`src/rtl/bridge_demux2.sv`:
```
// bridge_demux2
// Routes one upstream memory request stream to data memory (port A) or the
// device window (port B). Requests are held in a one-entry buffer. A read
// that has been handed downstream blocks new requests until its data comes
// back from the port that took it.
//
// Ports
//   clk, reset            rising-edge clock, synchronous active-low reset
//   req_*                 upstream request (valid/ready, we, addr, wdata, be)
//   resp_valid/resp_rdata registered one-cycle read-return pulse
//   a_* / b_*             downstream request per port (valid/ready + fields)
//   a_resp_*/b_resp_*     downstream read return per port (resp_valid, rdata)
module bridge_demux2 #(
    parameter logic [31:0] B_BASE  = 32'h0000_7F00,
    parameter logic [31:0] B_LIMIT = 32'h0000_7F1F
) (
    input  logic        clk,
    input  logic        reset,

    input  logic        req_valid,
    output logic        req_ready,
    input  logic        req_we,
    input  logic [31:0] req_addr,
    input  logic [31:0] req_wdata,
    input  logic [3:0]  req_be,

    output logic        resp_valid,
    output logic [31:0] resp_rdata,

    output logic        a_valid,
    input  logic        a_ready,
    output logic        a_we,
    output logic [31:0] a_addr,
    output logic [31:0] a_wdata,
    output logic [3:0]  a_be,
    input  logic        a_resp_valid,
    input  logic [31:0] a_rdata,

    output logic        b_valid,
    input  logic        b_ready,
    output logic        b_we,
    output logic [31:0] b_addr,
    output logic [31:0] b_wdata,
    output logic [3:0]  b_be,
    input  logic        b_resp_valid,
    input  logic [31:0] b_rdata
);

    logic        buf_full;
    logic        buf_we;
    logic        buf_sel;
    logic [31:0] buf_addr;
    logic [31:0] buf_wdata;
    logic [3:0]  buf_be;

    logic        rd_pending;
    logic        rd_sel;

    logic        req_sel;
    logic        accept;
    logic        dn_fire;
    logic        rsp_hit;
    logic [31:0] rsp_data;

    assign req_sel = (req_addr >= B_BASE) && (req_addr <= B_LIMIT);

    // Gated by reset so the upstream sees "not ready" during the reset cycle,
    // independent of whatever the buffer registers hold before that edge.
    assign req_ready = reset & ~buf_full & ~rd_pending;
    assign accept    = req_valid & req_ready;

    assign dn_fire  = buf_full & (buf_sel ? b_ready : a_ready);

    // Only the port that took the outstanding read may complete it; a response
    // in the acceptance cycle is ignored because rd_pending is not yet set.
    assign rsp_hit  = rd_pending & (rd_sel ? b_resp_valid : a_resp_valid);
    assign rsp_data = rd_sel ? b_rdata : a_rdata;

    assign a_valid = buf_full & ~buf_sel;
    assign b_valid = buf_full &  buf_sel;

    assign a_we    = buf_we;
    assign a_addr  = buf_addr;
    assign a_wdata = buf_wdata;
    assign a_be    = buf_be;
    assign b_we    = buf_we;
    assign b_addr  = buf_addr;
    assign b_wdata = buf_wdata;
    assign b_be    = buf_be;

    always_ff @(posedge clk) begin
        if (!reset) begin
            buf_full   <= 1'b0;
            buf_we     <= 1'b0;
            buf_sel    <= 1'b0;
            buf_addr   <= '0;
            buf_wdata  <= '0;
            buf_be     <= '0;
            rd_pending <= 1'b0;
            rd_sel     <= 1'b0;
            resp_valid <= 1'b0;
            resp_rdata <= '0;
        end else begin
            // accept needs an empty buffer, so it never coincides with dn_fire
            if (accept) begin
                buf_full  <= 1'b1;
                buf_we    <= req_we;
                buf_sel   <= req_sel;
                buf_addr  <= req_addr;
                buf_wdata <= req_wdata;
                buf_be    <= req_be;
            end else if (dn_fire) begin
                buf_full <= 1'b0;
                if (!buf_we) begin
                    rd_pending <= 1'b1;
                    rd_sel     <= buf_sel;
                end
            end

            // dn_fire needs rd_pending=0, so set and clear never collide
            resp_valid <= rsp_hit;
            if (rsp_hit) begin
                resp_rdata <= rsp_data;
                rd_pending <= 1'b0;
            end
        end
    end

endmodule

```
`config.mk`:
```
export PLATFORM = sky130hd
export DESIGN_NAME = bridge_demux2
export DESIGN_NICKNAME = d
export VERILOG_FILES = /design/src/rtl/bridge_demux2.sv
export SDC_FILE = /design/constraint.sdc
export NUM_CORES = 1
export LEC_CHECK = 0
export ABC_CLOCK_PERIOD_IN_PS = 1800
export CAP_MARGIN = 0
export CORE_AREA = 2 2 121 123
export DETAILED_ROUTE_END_ITERATION = 8
export DIE_AREA = 0 0 123 125
export PLACE_DENSITY = 0.86
export SYNTH_ARGS = -nofsm -noshare
export SYNTH_HDL_FRONTEND = slang
export SYNTH_SLANG_ARGS = --single-unit
export TNS_END_PERCENT = 30
```
`constraint.sdc`:
```
create_clock -name clk -period 1.8 [get_ports clk]
set_clock_uncertainty 0.15 [all_clocks]
set_input_delay 0.18 -clock clk [delete_from_list [all_inputs] [get_ports clk]]
set_output_delay 0.18 -clock clk [all_outputs]
set_load 0.01 [all_outputs]
```
==> Word level (Yosys, flattened, before mapping) <==
Index checks and enable logic that the tools add are counted.
Widths: inputs -> output; s select.
{ "totals": {"register_bits": 106, "in_bits": 140, "word_cells": 34} }
{ "classes": {"order_cmp": 2, "mux": 5, "n_bitwise": 13, "reduce_logical": 4} }
{ "ops": {"columns": ["op", "n"], "rows": [
  ["$ge 32x15->1 const B", 1],
  ["$le 32x15->1 const B", 1],
  ["$mux 32", 1],
  ["$and 1x1->1", 7],
  ["$not 1->1", 6],
  ["$mux 1", 4],
  ["$reduce_and 3->1", 1],
  ["$reduce_bool 2->1", 1],
  ["$reduce_or 2->1", 1],
  ["$logic_and 1x1->1", 1]
]} }

==> Depth between registers and ports, before layout <==
Gate-level depths: netlist of run 1.
{ "depth": {"depth_word": 6, "ltp_mapped": 8} }

==> Worst setup path after synthesis of run 1 <==
No wires, ideal clock.
{ "synth_timing": {"kind": "reg-to-reg", "start": "register rd_sel", "end": "register resp_rdata[8]", "setup_time_ns": 0.116, "t_arrival_ns": 1.234, "required_time_ns": 1.534, "slack_ns": 0.300, "path_stages_with_launch": 8, "n_path_buf": 3, "path_cell_list": "dfxtp_1 -> buf_2 -> mux2i_1 -> nor2b_1 -> buf_2 -> buf_2 -> nand2_1 -> o211a_1"} }
{ "synth_between": {"elab_chain_len": 2, "word_cells_on_any_way": 3, "classes_between": "mux: 2; bitwise: 1"} }
{ "synth_rtl": {"columns": ["element", "line_no", "rtl"], "rows": [
  ["from (decl)", "57", "logic rd_sel;"],
  ["from (signal assigned)", "116", "rd_sel <= buf_sel;"],
  ["$mux 1", "76", "assign rsp_hit = rd_pending & (rd_sel ? b_resp_valid : a_resp_valid);"],
  ["$and 1x1->1", "76", null],
  ["to (signal assigned)", "123", "resp_rdata <= rsp_data;"],
  ["to (decl)", "28", "output logic [31:0] resp_rdata,"]
]} }
Parallel ways exist; a longest one is shown, timed or not.
A chain may end at the register's enable or synchronous reset.

==> Worst setup path in the final report of run 1 <==
{ "layout_timing": {"start": "register buf_full", "end": "output b_valid"} }
{ "layout_between": {"elab_chain_len": 1} }
{ "layout_rtl": {"columns": ["element", "line_no", "rtl"], "rows": [
  ["from (decl)", "49", "logic buf_full;"],
  ["from (signal assigned)", "93", "buf_full <= 1'b0;"],
  ["from (signal assigned)", "106", "buf_full <= 1'b1;"],
  ["from (signal assigned)", "113", "buf_full <= 1'b0;"],
  ["$and 1x1->1", "80", "assign b_valid = buf_full & buf_sel;"],
  ["to (decl)", "39", "output logic b_valid,"]
]} }
Every way passes these cells.

==> metrics.txt, run 1 <==
Residual DRC 0; Max rail drop VDD 0.386 mV; most frequent cells in the layout clkdlybuf4s50_1, nand2_1, dfxtp_1; Reg power frac 45.8%; Worst Tran Pin Value 0.445 ns; outcome finished clean; Hold WS 0.233 ns; #FFs+latches synth 106; H-tree levels 3; Setup violations, final 0; Switching Power 1.32 mW; largest net degree at the start of global routing 107; die width 123 um; mapped cell area 4820 um2; Tcrit/Tclk final 96.4%; layout cells sized above 1 4.12%; Slew Limit Fails 0; Post-DRT Antenna Nets 0; worst min path class input pin to flip-flop; Avg Inst Size Synth 8.86 um2; vias per cell 4.62; gr usage total 17.8%; Post-CTS Setup Inserts 0; minimum clock period 1.74 ns; CTS max path bufs 2; vias in the first global route 4153; DRT iter0 DRCs 161; CP endpoint kind primary output; Max Freq 576 MHz; syn nets 684; P_leak 3.13 nW; CTS tree done; Reg2Reg Depth 5; CTS Buf Count 9; detailed placer's ending HPWL 10700 um; Layout area overhead 64.6%; most common cell after layout, fill and taps aside clkdlybuf4s50_1; Cell variety after synth 22; CTS Sinks 106; per-cell routed wire length 14.5 um; core region area 14200 um2; Combinational Power Share 18.9%; WHS Path Cells 3; Net Sw Frac 23.9%; global-route congestion overflow total 0; sequential fraction of the synthesis area 44.0%; PortBufs 313; vias 4442; chip height 125 um; Worst Path Max Fanout 5; antenna violations before repair 1; Total Wirelength 13900 um; CP arrival 1.41 ns; worst skew pair latency 0.35 ns; R2R setup slack 0.18 ns; Clock transition at path regs 0.07 ns; Startpoint Class flip-flop; Worst Path Class, Setup flip-flop to primary output; full die area 15400 um2; unrepaired setup endpoints after global routing false; floorplan row count 44; Final Util 55.8%; cell-internal power 4.18 mW; post_cts resized 4; drt pass-1 iters 4; root buffer cell clkbuf_16; CTS Hold Bufs 0; Synth warnings 0; Max-slew headroom 69.9%; Clk pwr share 35.3%; Top Ports 314; max-cap violations 0; Synth Instances 544; first-pass GRT wire length 21200 um; Initial Util 33.9%; Final Hold Fails 0; worst path required time 1.47 ns; GPL Wtd Cong 0.766; PwrDens 693 nW/um2; Final nets 912; overall power 5.50 mW
==> critical path, stage by stage, from the launching register on <==
cell and delay, ns:
dfxtp_2 0.38, and2_1 0.13, clkdlybuf4s50_1 0.55
==> per-stage QoR <==
| step | setup TNS (ns) | setup slack [ns] | instance area, um2 | std cells |
|---|---|---|---|---|
| 2_1_floorplan | 0 | 0.300 | 4820 | 544 |
| 6_report | 0 | 0.0643 | 7930 | 961 |
| 5_1_grt | 0 | 0.00126 | 7930 | 960 |
| 3_3_place_gp | -0.293 | -0.293 | 7640 | 945 |
| 3_5_place_dp | -0.270 | -0.270 | 7640 | 945 |
| 4_1_cts | 0 | 0.0162 | 7930 | 960 |
==> kinds of logic (layout without fill, tap and decap cells) <==
kind of cell / count (synthesis) / after routing / share of synthesized area, %
other cells: 0 / 1 / 0
mux: 35 / 35 / 7.27
flops: 106 / 106 / 44.0
buf+inv: 107 / 339 / 14.5
simple gates: 193 / 193 / 16.5
compound gates: 103 / 103 / 17.7
==> cell type report <==
type	count	area (um2)
diodes	1	2.50
clock buffers	11	233
clock inverters	4	52.6
fillers	1238	6270
multi-input cells	331	2010
flip-flops and latches	106	2130
well taps	184	230
repair buffers	324	3280
==> layer usage <==
layer | vias to the layer above | wire [um] | track usage (%)
met1 | 2028 | 5360 | 19.2
met2 | 201 | 7030 | 32.2
met5 | - | 0 | 0
met3 | 16 | 1330 | 5.52
met4 | 0 | 230 | 6.02
li1 | 2197 | - | -
==> state kept, by name, indices dropped and copies added (netlist names) <==
name,count
a_be,4
resp_rdata,32
buf_sel,1
buf_full,1
rd_sel,1
a_addr,32
a_we,1
resp_valid,1
rd_pending,1
a_wdata,32
==> power by group through the flow <==
stage	clock network, mW	logic [mW]	registers (mW)
after floorplan	0	0.384	2.61
after global placement	0	1.04	2.57
after detailed placement	0	1.05	2.58
after CTS	2.00	1.05	2.52
after global routing	2.10	1.12	2.53
final	1.94	1.04	2.52
==> path summary, 6_finish.rpt <==
kind                                              start                        to
worst max-delay path              buf_full$_SDFFE_PN0P_                   b_valid
worst min-delay path                      req_wdata[21]  a_wdata[21]$_SDFFE_PN0P_
worst max register to register  rd_pending$_SDFFE_PP0P_  a_wdata[25]$_SDFFE_PN0P_
worst min register to register  a_addr[19]$_SDFFE_PN0P_   a_addr[19]$_SDFFE_PN0P_
==> cell usage after synthesis <==
cell type | count | area [um2]
nand2_1 | 173 | 649
dfxtp_1 | 106 | 2120
buf_4 | 72 | 541
a21boi_0 | 60 | 450
mux2i_1 | 35 | 350
o211a_1 | 32 | 320
clkbuf_1 | 19 | 71.3
buf_2 | 15 | 75.1
a21boi_1 | 11 | 82.6
and2_1 | 3 | 18.8
nor2b_1 | 3 | 18.8
nor4_1 | 3 | 18.8
and4b_1 | 2 | 20.0
nor3b_1 | 2 | 15.0
buf_6 | 1 | 11.3
nand3_1 | 1 | 5.00
nand4_1 | 1 | 6.26
nor2_1 | 1 | 3.75
nor3_1 | 1 | 5.00
nor3b_4 | 1 | 18.8
nor4b_1 | 1 | 8.76
or3_1 | 1 | 6.26
Power figures use the tool's default switching activity.
==> inputs of run 2 (changes only) <==
--- a/config.mk
+++ b/config.mk
@@ -14,4 +14,4 @@
 export SYNTH_ARGS = -nofsm -noshare
 export SYNTH_HDL_FRONTEND = slang
 export SYNTH_SLANG_ARGS = --single-unit
-export TNS_END_PERCENT = 30
+export TNS_END_PERCENT = 20
==> results of run 2 <==
Same layout as run 1: the final DEF is identical, and so are final timing and power.
